$ cat config.mk
export PLATFORM = sky130hd
export DESIGN_NAME = mips_mc_ctrl
export DESIGN_NICKNAME = d
export VERILOG_FILES = /design/src/rtl/mips_mc_ctrl_pkg.sv /design/src/rtl/mips_mc_ctrl_dec.sv /design/src/rtl/mips_mc_ctrl.sv
export SDC_FILE = /design/constraint.sdc
export NUM_CORES = 1
export LEC_CHECK = 0
export CAP_MARGIN = 20
export CORE_MARGIN = 1
export CORE_UTILIZATION = 25
export CTS_CLUSTER_SIZE = 14
export DETAILED_ROUTE_END_ITERATION = 8
export PLACE_DENSITY_LB_ADDON = 0.05
export SKIP_LAST_GASP = 1
export SLEW_MARGIN = 20
export SYNTH_ARGS = -nofsm -noshare
export SYNTH_HDL_FRONTEND = slang
export SYNTH_HIERARCHICAL = 1
export SYNTH_SLANG_ARGS = --single-unit
$ cat constraint.sdc
create_clock -name clk -period 3.1 [get_ports clk]
set_input_delay 0.31 -clock clk [delete_from_list [all_inputs] [get_ports clk]]
set_output_delay 0.31 -clock clk [all_outputs]
set_load 0.005 [all_outputs]
$ cat src/rtl/mips_mc_ctrl_pkg.sv
// Shared definitions for the multi-cycle MIPS controller: state codes,
// opcode/funct constants, datapath select encodings, instruction classes
// and the packed control word that forms the external `signals` bus.
package mips_mc_ctrl_pkg;

    // State codes S1..S12; 0, 13, 14 and 15 are unused and recover to S1.
    localparam logic [3:0] S1  = 4'd1;
    localparam logic [3:0] S2  = 4'd2;
    localparam logic [3:0] S3  = 4'd3;
    localparam logic [3:0] S4  = 4'd4;
    localparam logic [3:0] S5  = 4'd5;
    localparam logic [3:0] S6  = 4'd6;
    localparam logic [3:0] S7  = 4'd7;
    localparam logic [3:0] S8  = 4'd8;
    localparam logic [3:0] S9  = 4'd9;
    localparam logic [3:0] S10 = 4'd10;
    localparam logic [3:0] S11 = 4'd11;
    localparam logic [3:0] S12 = 4'd12;

    // Primary opcodes (IR[31:26]).
    localparam logic [5:0] OP_RTYPE = 6'h00;
    localparam logic [5:0] OP_J     = 6'h02;
    localparam logic [5:0] OP_JAL   = 6'h03;
    localparam logic [5:0] OP_BEQ   = 6'h04;
    localparam logic [5:0] OP_ORI   = 6'h0D;
    localparam logic [5:0] OP_LUI   = 6'h0F;
    localparam logic [5:0] OP_LW    = 6'h23;
    localparam logic [5:0] OP_SW    = 6'h2B;

    // R-type function codes (IR[5:0]).
    localparam logic [5:0] FUNCT_JR   = 6'h08;
    localparam logic [5:0] FUNCT_ADDU = 6'h21;
    localparam logic [5:0] FUNCT_SUBU = 6'h23;

    // Next-PC select.
    localparam logic [1:0] NPC_PC4  = 2'd0;
    localparam logic [1:0] NPC_BR   = 2'd1;
    localparam logic [1:0] NPC_JUMP = 2'd2;
    localparam logic [1:0] NPC_JR   = 2'd3;

    // GPR write data select.
    localparam logic [1:0] WD_ALU = 2'd0;
    localparam logic [1:0] WD_DM  = 2'd1;
    localparam logic [1:0] WD_PC4 = 2'd2;

    // GPR write address select.
    localparam logic [1:0] RD_RT = 2'd0;
    localparam logic [1:0] RD_RD = 2'd1;
    localparam logic [1:0] RD_RA = 2'd2;

    // Immediate extension mode.
    localparam logic [1:0] EXT_ZERO = 2'd0;
    localparam logic [1:0] EXT_SIGN = 2'd1;
    localparam logic [1:0] EXT_LUI  = 2'd2;

    // ALU function.
    localparam logic [1:0] ALU_ADD = 2'd0;
    localparam logic [1:0] ALU_SUB = 2'd1;
    localparam logic [1:0] ALU_OR  = 2'd2;

    // Instruction class produced by the op/funct decoder.
    typedef enum logic [3:0] {
        CLS_ILLEGAL = 4'd0,
        CLS_ADDU    = 4'd1,
        CLS_SUBU    = 4'd2,
        CLS_JR      = 4'd3,
        CLS_LW      = 4'd4,
        CLS_SW      = 4'd5,
        CLS_BEQ     = 4'd6,
        CLS_J       = 4'd7,
        CLS_JAL     = 4'd8,
        CLS_ORI     = 4'd9,
        CLS_LUI     = 4'd10
    } instr_cls_e;

    // Control word; field order is the bit order of the `signals` bus.
    typedef struct packed {
        logic       pcWr;
        logic [1:0] npcOp;
        logic       irWr;
        logic       regWr;
        logic [1:0] regDst;
        logic [1:0] wdSel;
        logic [1:0] extOp;
        logic       aluSrc;
        logic [1:0] aluOp;
        logic       dmWr;
        logic       illegal;
    } ctrl_sig_t;

    // First state after decode for each instruction class.
    function automatic logic [3:0] decodeNextState(input instr_cls_e cls);
        logic [3:0] nxt;
        case (cls)
            CLS_LW, CLS_SW:          nxt = S3;
            CLS_ADDU, CLS_SUBU:      nxt = S7;
            CLS_JR, CLS_J, CLS_JAL:  nxt = S10;
            CLS_BEQ:                 nxt = S9;
            CLS_ORI, CLS_LUI:        nxt = S11;
            default:                 nxt = S1;
        endcase
        return nxt;
    endfunction

endpackage

$ cat src/rtl/mips_mc_ctrl_dec.sv
// Combinational op/funct decoder: maps the instruction held in the IR onto
// one of the supported instruction classes, or CLS_ILLEGAL.
module mips_mc_ctrl_dec
    import mips_mc_ctrl_pkg::*;
(
    input  logic [5:0] op,
    input  logic [5:0] funct,
    output instr_cls_e cls
);

    // Classify the opcode; R-type needs funct to tell addu/subu/jr apart.
    always_comb begin
        cls = CLS_ILLEGAL;
        case (op)
            OP_RTYPE: begin
                case (funct)
                    FUNCT_ADDU: cls = CLS_ADDU;
                    FUNCT_SUBU: cls = CLS_SUBU;
                    FUNCT_JR:   cls = CLS_JR;
                    default:    cls = CLS_ILLEGAL;
                endcase
            end
            OP_LW:   cls = CLS_LW;
            OP_SW:   cls = CLS_SW;
            OP_BEQ:  cls = CLS_BEQ;
            OP_J:    cls = CLS_J;
            OP_JAL:  cls = CLS_JAL;
            OP_ORI:  cls = CLS_ORI;
            OP_LUI:  cls = CLS_LUI;
            default: cls = CLS_ILLEGAL;
        endcase
    end

endmodule

$ cat src/rtl/mips_mc_ctrl.sv
// Multi-cycle main controller for the mips core. Holds the state register
// and decodes all datapath write enables and selects from the current state
// and the instruction class of the IR contents.
module mips_mc_ctrl
    import mips_mc_ctrl_pkg::*;
#(
    parameter int STATUS_W = 4,
    parameter int SIG_W    = 16
) (
    input  logic                clk,
    input  logic                rst,
    input  logic [5:0]          op,
    input  logic [5:0]          funct,
    input  logic                zero,
    output logic [STATUS_W-1:0] status,
    output logic                PCWr,
    output logic [1:0]          NPCOp,
    output logic                IRWr,
    output logic                RegWr,
    output logic [1:0]          RegDst,
    output logic [1:0]          WDSel,
    output logic [1:0]          ExtOp,
    output logic                ALUSrc,
    output logic [1:0]          ALUOp,
    output logic                DMWr,
    output logic                illegal,
    output logic [SIG_W-1:0]    signals
);

    logic [STATUS_W-1:0] state_q;
    logic [STATUS_W-1:0] state_d;
    instr_cls_e          cls;
    ctrl_sig_t           ctrl;
    ctrl_sig_t           ctrlOut;

    mips_mc_ctrl_dec u_dec (
        .op    (op),
        .funct (funct),
        .cls   (cls)
    );

    // Next-state selection and per-state control word.
    always_comb begin
        ctrl    = '0;
        state_d = S1;
        case (state_q)
            S1: begin
                ctrl.pcWr  = 1'b1;
                ctrl.irWr  = 1'b1;
                ctrl.npcOp = NPC_PC4;
                state_d    = S2;
            end
            S2: begin
                ctrl.illegal = (cls == CLS_ILLEGAL);
                state_d      = decodeNextState(cls);
            end
            S3: begin
                ctrl.aluSrc = 1'b1;
                ctrl.extOp  = EXT_SIGN;
                ctrl.aluOp  = ALU_ADD;
                if (cls == CLS_LW) begin
                    state_d = S4;
                end else if (cls == CLS_SW) begin
                    state_d = S6;
                end else begin
                    state_d = S1;
                end
            end
            S4: begin
                state_d = S5;
            end
            S5: begin
                ctrl.regWr  = 1'b1;
                ctrl.regDst = RD_RT;
                ctrl.wdSel  = WD_DM;
                state_d     = S1;
            end
            S6: begin
                ctrl.dmWr = 1'b1;
                state_d   = S1;
            end
            S7: begin
                ctrl.aluOp = (cls == CLS_SUBU) ? ALU_SUB : ALU_ADD;
                state_d    = S8;
            end
            S8: begin
                ctrl.regWr  = 1'b1;
                ctrl.regDst = RD_RD;
                ctrl.wdSel  = WD_ALU;
                state_d     = S1;
            end
            S9: begin
                ctrl.aluOp = ALU_SUB;
                ctrl.npcOp = NPC_BR;
                ctrl.pcWr  = zero;
                state_d    = S1;
            end
            S10: begin
                ctrl.pcWr  = 1'b1;
                ctrl.npcOp = (cls == CLS_JR) ? NPC_JR : NPC_JUMP;
                if (cls == CLS_JAL) begin
                    ctrl.regWr  = 1'b1;
                    ctrl.regDst = RD_RA;
                    ctrl.wdSel  = WD_PC4;
                end
                state_d = S1;
            end
            S11: begin
                ctrl.aluSrc = 1'b1;
                ctrl.aluOp  = ALU_OR;
                ctrl.extOp  = (cls == CLS_LUI) ? EXT_LUI : EXT_ZERO;
                state_d     = S12;
            end
            S12: begin
                ctrl.regWr  = 1'b1;
                ctrl.regDst = RD_RT;
                ctrl.wdSel  = WD_ALU;
                state_d     = S1;
            end
            default: begin
                state_d = S1;
            end
        endcase
    end

    // State register; reset returns to fetch.
    always_ff @(posedge clk) begin
        if (rst) begin
            state_q <= S1;
        end else begin
            state_q <= state_d;
        end
    end

    // Reset squashes every enable and select so no partial write escapes.
    always_comb begin
        ctrlOut = ctrl;
        if (rst) begin
            ctrlOut = '0;
        end
    end

    assign status  = state_q;
    assign PCWr    = ctrlOut.pcWr;
    assign NPCOp   = ctrlOut.npcOp;
    assign IRWr    = ctrlOut.irWr;
    assign RegWr   = ctrlOut.regWr;
    assign RegDst  = ctrlOut.regDst;
    assign WDSel   = ctrlOut.wdSel;
    assign ExtOp   = ctrlOut.extOp;
    assign ALUSrc  = ctrlOut.aluSrc;
    assign ALUOp   = ctrlOut.aluOp;
    assign DMWr    = ctrlOut.dmWr;
    assign illegal = ctrlOut.illegal;
    assign signals = ctrlOut;

endmodule

==> metrics, run 1 <==
drt pass-1 iters 4; Hold Path Class reg -> reg; CTS buffer count 3; Worst Path Class, Setup in -> out; Yosys top cell area share 14.08%; CTS tree yes; VDD IR-drop max 0.0002542 V; register area share after synthesis 8.344%; final core occ 45.39%; Least-Margin Pin Slew 0.5228 ns; # hold bufs at CTS 0; Finish-stage setup viols 0; clock sinks 4; Die Y 63.96 um; H-tree level count 1; Vias 1181; WL/cell 12.76 um; area delta synth->final 73.14%; DRT iter0 DRCs 49; die area 4090 um2; GRT Overall Usage 13.98%; Core Box Area 3661 um2; diodes inserted 0; syn_area_per_cell 7.056 um2; Port Buf Inserts 50; DRC 0; FF+latch count, synth 4; Die X 63.96 um; fraction of registers with async set/reset 0%; Routed WL 2985 um; library cells used by synthesis 44; # IOs 51; Overflow after GRT 0; Non-Filler Instances 234; final hold vios 0; first-pass GRT wire length 4671 um; Routed Antenna Nets 0; Fmax 333.6 MHz; clk slew on worst S/H paths 0.03 ns; CP arrival 2.69 ns; maxcap violations 0; Worst EP required 2.79 ns; Post-DP HPWL 2219 um; ys flop type dfxtp_1; Placed Cells incl. Taps 229; Starting Density 26.21%; Layout Skew 0.003271 ns; Crit path buffers/inverters 5; Worst Path Max Fanout 4; status completed; Rel. slew slack 65.10%; Syn Inst Count 136; CTS max path bufs 2; post-route cell area 1662 um2; vias per inst 5.047; GP Congestion 0.7470; Layout fillers 389; post-layout min period 2.997 ns; Mapped Nets 158; area leader, netlist buf_4; antenna violations before repair 0; Synth area leaders buf_4 (14%), ha_1 (9.1%), dfxtp_1 (8.3%), nor2b_1 (4.6%), nor2_1 (4.3%); max FFs per register 4; Rows 22; clk root buf clkbuf_8; vias in the first global route 1029; placed cell area 1499 um2; clock latency on the worst-skew pair 0.22 ns; Critical Path Max Stage Delay 0.49 ns; Syn Std Cell Area 959.7 um2; power per cell area 329.9 nW/um2; cell family with the largest share of critical-path delay buffers and inverters; startpoint class of the critical path input port; synth warn 6; Fin Setup TNS 0 ns; CP max-delay cell clkdlybuf4s50_1; Post-synth EDFFs 0; pin count of the biggest net entering global routing 17; nets 210; Final period util 96.69%; CP Capture Type primary output; Leak 0.7047 nW; max-slew violations 0; layout cells sized above 1 23.12%; critical path cell sequence clkdlybuf4s50_1, and4b_1, o211ai_1, a311oi_2, buf_4, inv_1, ha_2, nand2_2, nor4_4, buf_4, clkdlybuf4s50_1
logic make-up (layout without fill, tap and decap cells):
group	after synthesis	in the layout	synth area share (%)
AOI/OAI and AO/OA	32	32	23.34
adders and majority gates	7	7	9.126
buffers and inverters	29	79	19.03
DFF	4	4	8.345
muxes	2	2	2.086
and+or+nand+nor	62	62	38.07
cells in the mapped netlist (2+ instances only):
| cell | n |
|---|---|
| mux2i_1 | 2 |
| nor2_1 | 11 |
| nand3_1 | 4 |
| o21ai_0 | 8 |
| a211o_1 | 2 |
| buf_4 | 18 |
| o211ai_1 | 3 |
| nand2_1 | 6 |
| and2b_1 | 2 |
| dfxtp_1 | 4 |
| inv_1 | 5 |
| or3_1 | 2 |
| nand2b_1 | 5 |
| o21bai_1 | 2 |
| nor4_1 | 3 |
| ha_1 | 7 |
| nor4b_1 | 2 |
| a31oi_1 | 2 |
| nor2b_1 | 7 |
| buf_2 | 5 |
| a221oi_1 | 2 |
| nor3_1 | 7 |
| a21oi_1 | 5 |
| nor3b_1 | 2 |
per-stage QoR:
step,setup slack [ns],hold slack (ns),total power [mW]
6_report,0.1026,0.6780,0.5482
5_1_grt,-0.01551,0.7314,0.5901
4_1_cts,-0.005126,0.6688,0.5393
3_5_place_dp,-0.1726,0.6614,0.4215
3_3_place_gp,-0.09950,0.6700,0.4213
2_1_floorplan,0.6202,0.6095,0.2828
report_power, final:
group          switching (mW)  total (mW)  internal, mW
Combinational           0.145       0.322         0.178
Clock                  0.0283       0.111        0.0829
Sequential             0.0496       0.115        0.0652
Total                   0.223       0.548         0.326
layout by cell type, fill, tap and decap left out, types with 3 or more instances in the layout:
master / Yosys / layout
o211ai_1: 3 / 3
dfxtp_1: 4 / 4
inv_1: 5 / 4
nand3_1: 4 / 3
nor2b_1: 7 / 6
dlymetal6s2s_1: 0 / 7
clkdlybuf4s50_1: 0 / 42
clkbuf_8: 0 / 3
a21oi_1: 5 / 4
buf_4: 18 / 21
nor3_1: 7 / 7
nor2_1: 11 / 11
nand2_1: 6 / 5
o21ai_0: 8 / 8
nand2b_1: 5 / 4
ha_1: 7 / 6
worst paths after layout:
kind | depth (start not counted) | to | start | slack, ns
worst max register to register | 4 | status[0] | status[2] | 1.48
worst min register to register | 1 | status[0] | status[3] | 0.68
worst max-delay path | 11 | signals[10] | funct[0] | 0.10
worst min-delay path | 1 | status[0] | status[3] | 0.68
layer usage:
metal	up-vias	track usage [%]	wire length, um
met5	-	0	0
li1	580	-	-
met3	4	0.5357	110
met4	0	4.261	43
met1	558	20.00	1438
met2	39	22.34	1392
cell type report:
type,count,area [um2],share of cell area (%)
multi-input cells,103,787.0,47.36
repair buffers,71,674.4,40.59
flip-flops and latches,4,80.08,4.819
well taps,48,60.06,3.614
clock buffers,3,41.29,2.485
inverters,5,18.77,1.130
what timing repair did:
action,in CTS,in global routing
pin swaps,2,5
endpoints found under the setup margin,12,12
buffers inserted,0,2
resized for setup,6,19
worst register-to-register path, cell delays in order (launching register included):
cell	delay (ns)
dfxtp_1	0.61
or3b_1	0.39
a31oi_1	0.20
o21bai_2	0.12
o21bai_1	0.17
(Power assumes the default switching activity.)
==> inputs of run 2 (changes only) <==
- clock period: 3.1 -> 3.9 ns (I/O delays scaled with it)
==> metrics, run 2 (synthesis results as in run 1) <==
H-tree level count 1; cell family with the largest share of critical-path delay buffers and inverters; CTS max path bufs 2; die area 4090 um2; area delta synth->final 47.20%; antenna violations before repair 0; GRT Overall Usage 13.12%; Fmax 275.5 MHz; Starting Density 26.21%; nets 191; diodes inserted 0; most common cell after layout, fill and taps aside clkdlybuf4s50_1; power per cell area 289.5 nW/um2; Resized Gates After CTS 0; most frequent cells in the layout clkdlybuf4s50_1 (50), nor2_1 (11), o21ai_0 (8); critical path cell sequence clkdlybuf4s50_1, and3b_1, o2111ai_1, nand3_1, inv_1, ha_1, nand2_1, nor4_1, or2_1, clkdlybuf4s50_1; CP max-delay cell nor4_1; post-layout min period 3.630 ns; met2 usage 20.74%; cell mode on critical path clkdlybuf4s50_1; drt pass-1 iters 4; Core Box Area 3661 um2; RSZ-0062 raised after global routing false; VDD IR-drop max 0.0003364 V; Rows 22; Fin Setup TNS 0 ns; Worst Path Class, Setup in -> out; Post-DP HPWL 2106 um; Setup Fix Bufs, Post-CTS 0; GP Congestion 0.7164; Reg area 80.08 um2; DRT iter0 DRCs 33; gr busiest metal met2; clock sinks 4; post-route cell area 1413 um2; maxcap violations 0; # IOs 51; clk root buf clkbuf_8; first-pass GRT wire length 4374 um; vias in the first global route 937; startpoint class of the critical path input port; CTS buffer count 3; max-slew violations 0; Routed Antenna Nets 0; CP Capture Type primary output; Layout Skew 0.005340 ns; clock latency on the worst-skew pair 0.22 ns; Worst Path Max Fanout 5; Leak 0.5018 nW; CTS tree yes; CP arrival 3.24 ns; Routed WL 2646 um; Die Y 63.96 um; layout cells sized above 1 5.988%; placed cell area 1371 um2; met3 usage 1.964%; Die X 63.96 um; clk slew on worst S/H paths 0.03 ns; WL/cell 12.31 um; pin count of the biggest net entering global routing 17; Hold Path Class reg -> reg; Layout fillers 390; DRC 0; status completed; final hold vios 0; Vias 1079; max FFs per register 4; Worst EP required 3.51 ns; Least-Margin Pin Slew 0.6533 ns; Critical Path Max Stage Delay 0.51 ns; Overflow after GRT 0; Finish-stage setup viols 0; area of the multi-input gates 696.9 um2; Port Buf Inserts 50; Crit path buffers/inverters 3; # hold bufs at CTS 0; Final period util 93.08%; vias per inst 5.019; Rel. slew slack 56.05%; met1 usage 19.26%
==> run 2: cell count changes in the layout (fill, tap and decap cells not counted), sizes merged <==
cell | before | now
buf | 21 | 2
clkdlybuf4s50 | 42 | 50
dlygate4sd2 | 1 | 0
dlymetal6s2s | 7 | 0
==> run 2: path summary, 6_finish.rpt <==
check        startpoint          end  slack, ns  cells after the start
max            funct[3]  signals[11]       0.27                     10
max reg2reg   status[2]    status[0]       2.27                      4
min reg2reg   status[3]    status[0]       0.68                      1
min           status[3]    status[0]       0.68                      1
==> run 2: through the flow <==
| stage | util (%) | instances | setup slack [ns] | power [mW] | hold slack (ns) |
|---|---|---|---|---|---|
| 2_1_floorplan | - | 136 | 1.260 | 0.2248 | 0.6602 |
| 6_report | 38.59 | 215 | 0.2697 | 0.4089 | 0.6770 |
| 4_1_cts | 38.59 | 215 | 0.2392 | 0.4144 | 0.6776 |
| 5_1_grt | 38.59 | 215 | 0.04249 | 0.4477 | 0.7380 |
| 3_3_place_gp | 37.46 | 212 | 0.3785 | 0.3256 | 0.6701 |
| 3_5_place_dp | 37.46 | 212 | 0.2561 | 0.3248 | 0.6568 |
==> run 2: report_power, final <==
part / internal [mW] / switching (mW) / total (mW)
Combinational: 0.129 / 0.103 / 0.232
Clock: 0.0658 / 0.0210 / 0.0868
Sequential: 0.0518 / 0.0381 / 0.0899
Total: 0.247 / 0.162 / 0.409
==> run 2: final cells by class <==
cell class	instances	share of cell area (%)
Tap cell	48	4.252
Inverter	5	1.329
Sequential cell	4	5.669
Timing Repair Buffer	52	36.49
Clock buffer	3	2.923
Multi-Input combinational cell	103	49.34
==> run 2: routing by layer <==
| metal | vias to the layer above | wire (um) |
|---|---|---|
| met1 | 504 | 1323 |
| li1 | 543 | - |
| met5 | - | 0 |
| met2 | 32 | 1216 |
| met3 | 0 | 106 |
| met4 | 0 | 0 |
==> inputs of run 3 (changes only) <==
- ABC_AREA: not set -> 1
- CORE_UTILIZATION: 25 -> 43
- MAX_ROUTING_LAYER: not set -> met4
==> metrics, run 3 <==
Mapped Nets 204; Commonest cells post-synth nand2_1 (37), nor2_1 (33), inv_1 (28); H-tree level count 1; Syn Inst Count 182; CTS tree yes; count leader, synth nand2_1; Non-Filler Instances 245; Hold Path Class reg -> reg; status completed; FF+latch count, synth 4; power per cell area 166.8 nW/um2; drt pass-1 iters 6; pre-CTS setup slack 0.7232 ns; post-route cell area 1425 um2; Worst Path Class, Setup in -> out; CTS max path bufs 2; clk root buf clkbuf_4; DRC 0; area leader, netlist nand2_1; pin count of the biggest net entering global routing 16; Post-DP HPWL 2177 um; Setup Fix Bufs, Post-CTS 0; Starting Density 45.57%; register area share after synthesis 8.020%; library cells used by synthesis 22; diodes inserted 0; GP Congestion 0.8412; Layout Skew 0.001832 ns; met2 wire len 1416 um; Finish-stage setup viols 0; max FFs per register 4; placed cell area 1403 um2; post-layout min period 3.175 ns; layout cells sized above 1 11.06%; Die Y 50.19 um; vias per inst 4.718; Routed Antenna Nets 0; ys flop type dfxtp_1; WL/cell 9.873 um; most frequent cells in the layout clkdlybuf4s50_1 (50), nand2_1 (37), nor2_1 (33); area delta synth->final 42.73%; Fmax 315.0 MHz; GRT Overall Usage 21.65%; DRT iter0 DRCs 17; clock sinks 4; Final period util 81.41%; highest routing layer actually used met4; Die X 50.19 um; Core Box Area 2191 um2; M1 wire length 895 um; # hold bufs at CTS 0; Worst EP required 3.51 ns; Resized Gates After CTS 0; CTS buffer count 3; Overflow after GRT 0; Yosys top cell area share 13.91%; VDD IR-drop max 0.0001286 V; Worst Path Max Fanout 5; synth warn 6; worst setup margin 0.7252 ns; Synth area leaders nand2_1 (14%), buf_4 (13%), nor2_1 (12%), inv_1 (11%), ha_1 (8.8%); Rows 17; clk slew on worst S/H paths 0.04 ns; vias in the first global route 1080; Post-synth EDFFs 0; Rel. slew slack 65.77%; Syn Std Cell Area 998.5 um2; Leak 0.6749 nW; CP arrival 2.78 ns; fraction of registers with async set/reset 0%; RSZ-0062 raised after global routing false; antenna violations before repair 0; maxcap violations 0; die area 2519 um2; met3 wire len 78 um; clock latency on the worst-skew pair 0.23 ns; # IOs 51; nets 241; CP Capture Type primary output; max-slew violations 0; worst hold margin 0.7038 ns; first-pass GRT wire length 4202 um; Port Buf Inserts 50; Vias 1156; final hold vios 0; Routed WL 2419 um; Placed Cells incl. Taps 242; Fin Setup TNS 0 ns; Least-Margin Pin Slew 0.5118 ns; syn_area_per_cell 5.486 um2; most common cell after layout, fill and taps aside clkdlybuf4s50_1; startpoint class of the critical path input port
run 3: cell types whose count changed in the layout (fill, tap and decap cells not counted), moves of 4 or more:
cell	change
inv_2	+5
inv_1	+23
nand2b_1	-5
nand2_1	+31
nor2b_1	-7
nand3_1	+11
nor2_1	+22
nand2_2	+6
nor2_4	+4
nor3_1	-4
nor2_2	+4
run 3: stage by stage:
stage | power [mW] | util (%)
final | 0.2377 | 65.05
after CTS | 0.2393 | 65.05
after global placement | 0.1857 | 64.02
after floorplan | 0.1293 | -
after global routing | 0.2592 | 65.05
after detailed placement | 0.1885 | 64.02
run 3: where the power goes:
group	total [mW]	internal, mW	switching [mW]
logic	0.135	0.0670	0.0684
clock network	0.0503	0.0344	0.0160
registers	0.0521	0.0462	0.00589
run 3: worst max-delay path, stage by stage:
cell and delay (ns):
clkdlybuf4s50_1 0.49, nand2_1 0.10, inv_1 0.06, nand3_1 0.08, nand2_1 0.05, nor2_1 0.09
nand2_1 0.14, inv_1 0.16, ha_1 0.21, inv_1 0.07, nor2_1 0.12, nand3_1 0.10
o311ai_0 0.14, clkdlybuf4s50_1 0.59
run 3: kinds of logic (layout without fill, tap and decap cells):
logic type / Yosys count / in the layout / synth area share [%]
compound gates: 12 / 12 / 6.516
simple gates: 108 / 108 / 51.13
fa+ha+maj: 7 / 7 / 8.772
flops: 4 / 4 / 8.020
buf+inv: 51 / 86 / 25.56
run 3: cell type report:
cell class	instances	area, um2
Clock buffer	3	22.52
Fill cell	216	765.7
Inverter	33	123.9
Multi-Input combinational cell	127	663.1
Sequential cell	4	80.08
Tap cell	28	35.03
Timing Repair Buffer	50	500.5
run 3: metal layers:
layer  track usage [%]  vias up
li1                  -      614
met1             18.98      505
met2             46.22       33
met3             2.727        4
met4             5.714        0
met5                 -        -
run 3: final timing paths:
kind | startpoint | cells past startpoint | slack [ns] | to
worst max register to register | status[0] | 8 | 2.78 | status[0]
worst min-delay path | status[2] | 4 | 0.70 | status[3]
worst min register to register | status[2] | 4 | 0.70 | status[3]
worst max-delay path | op[1] | 14 | 0.73 | RegWr
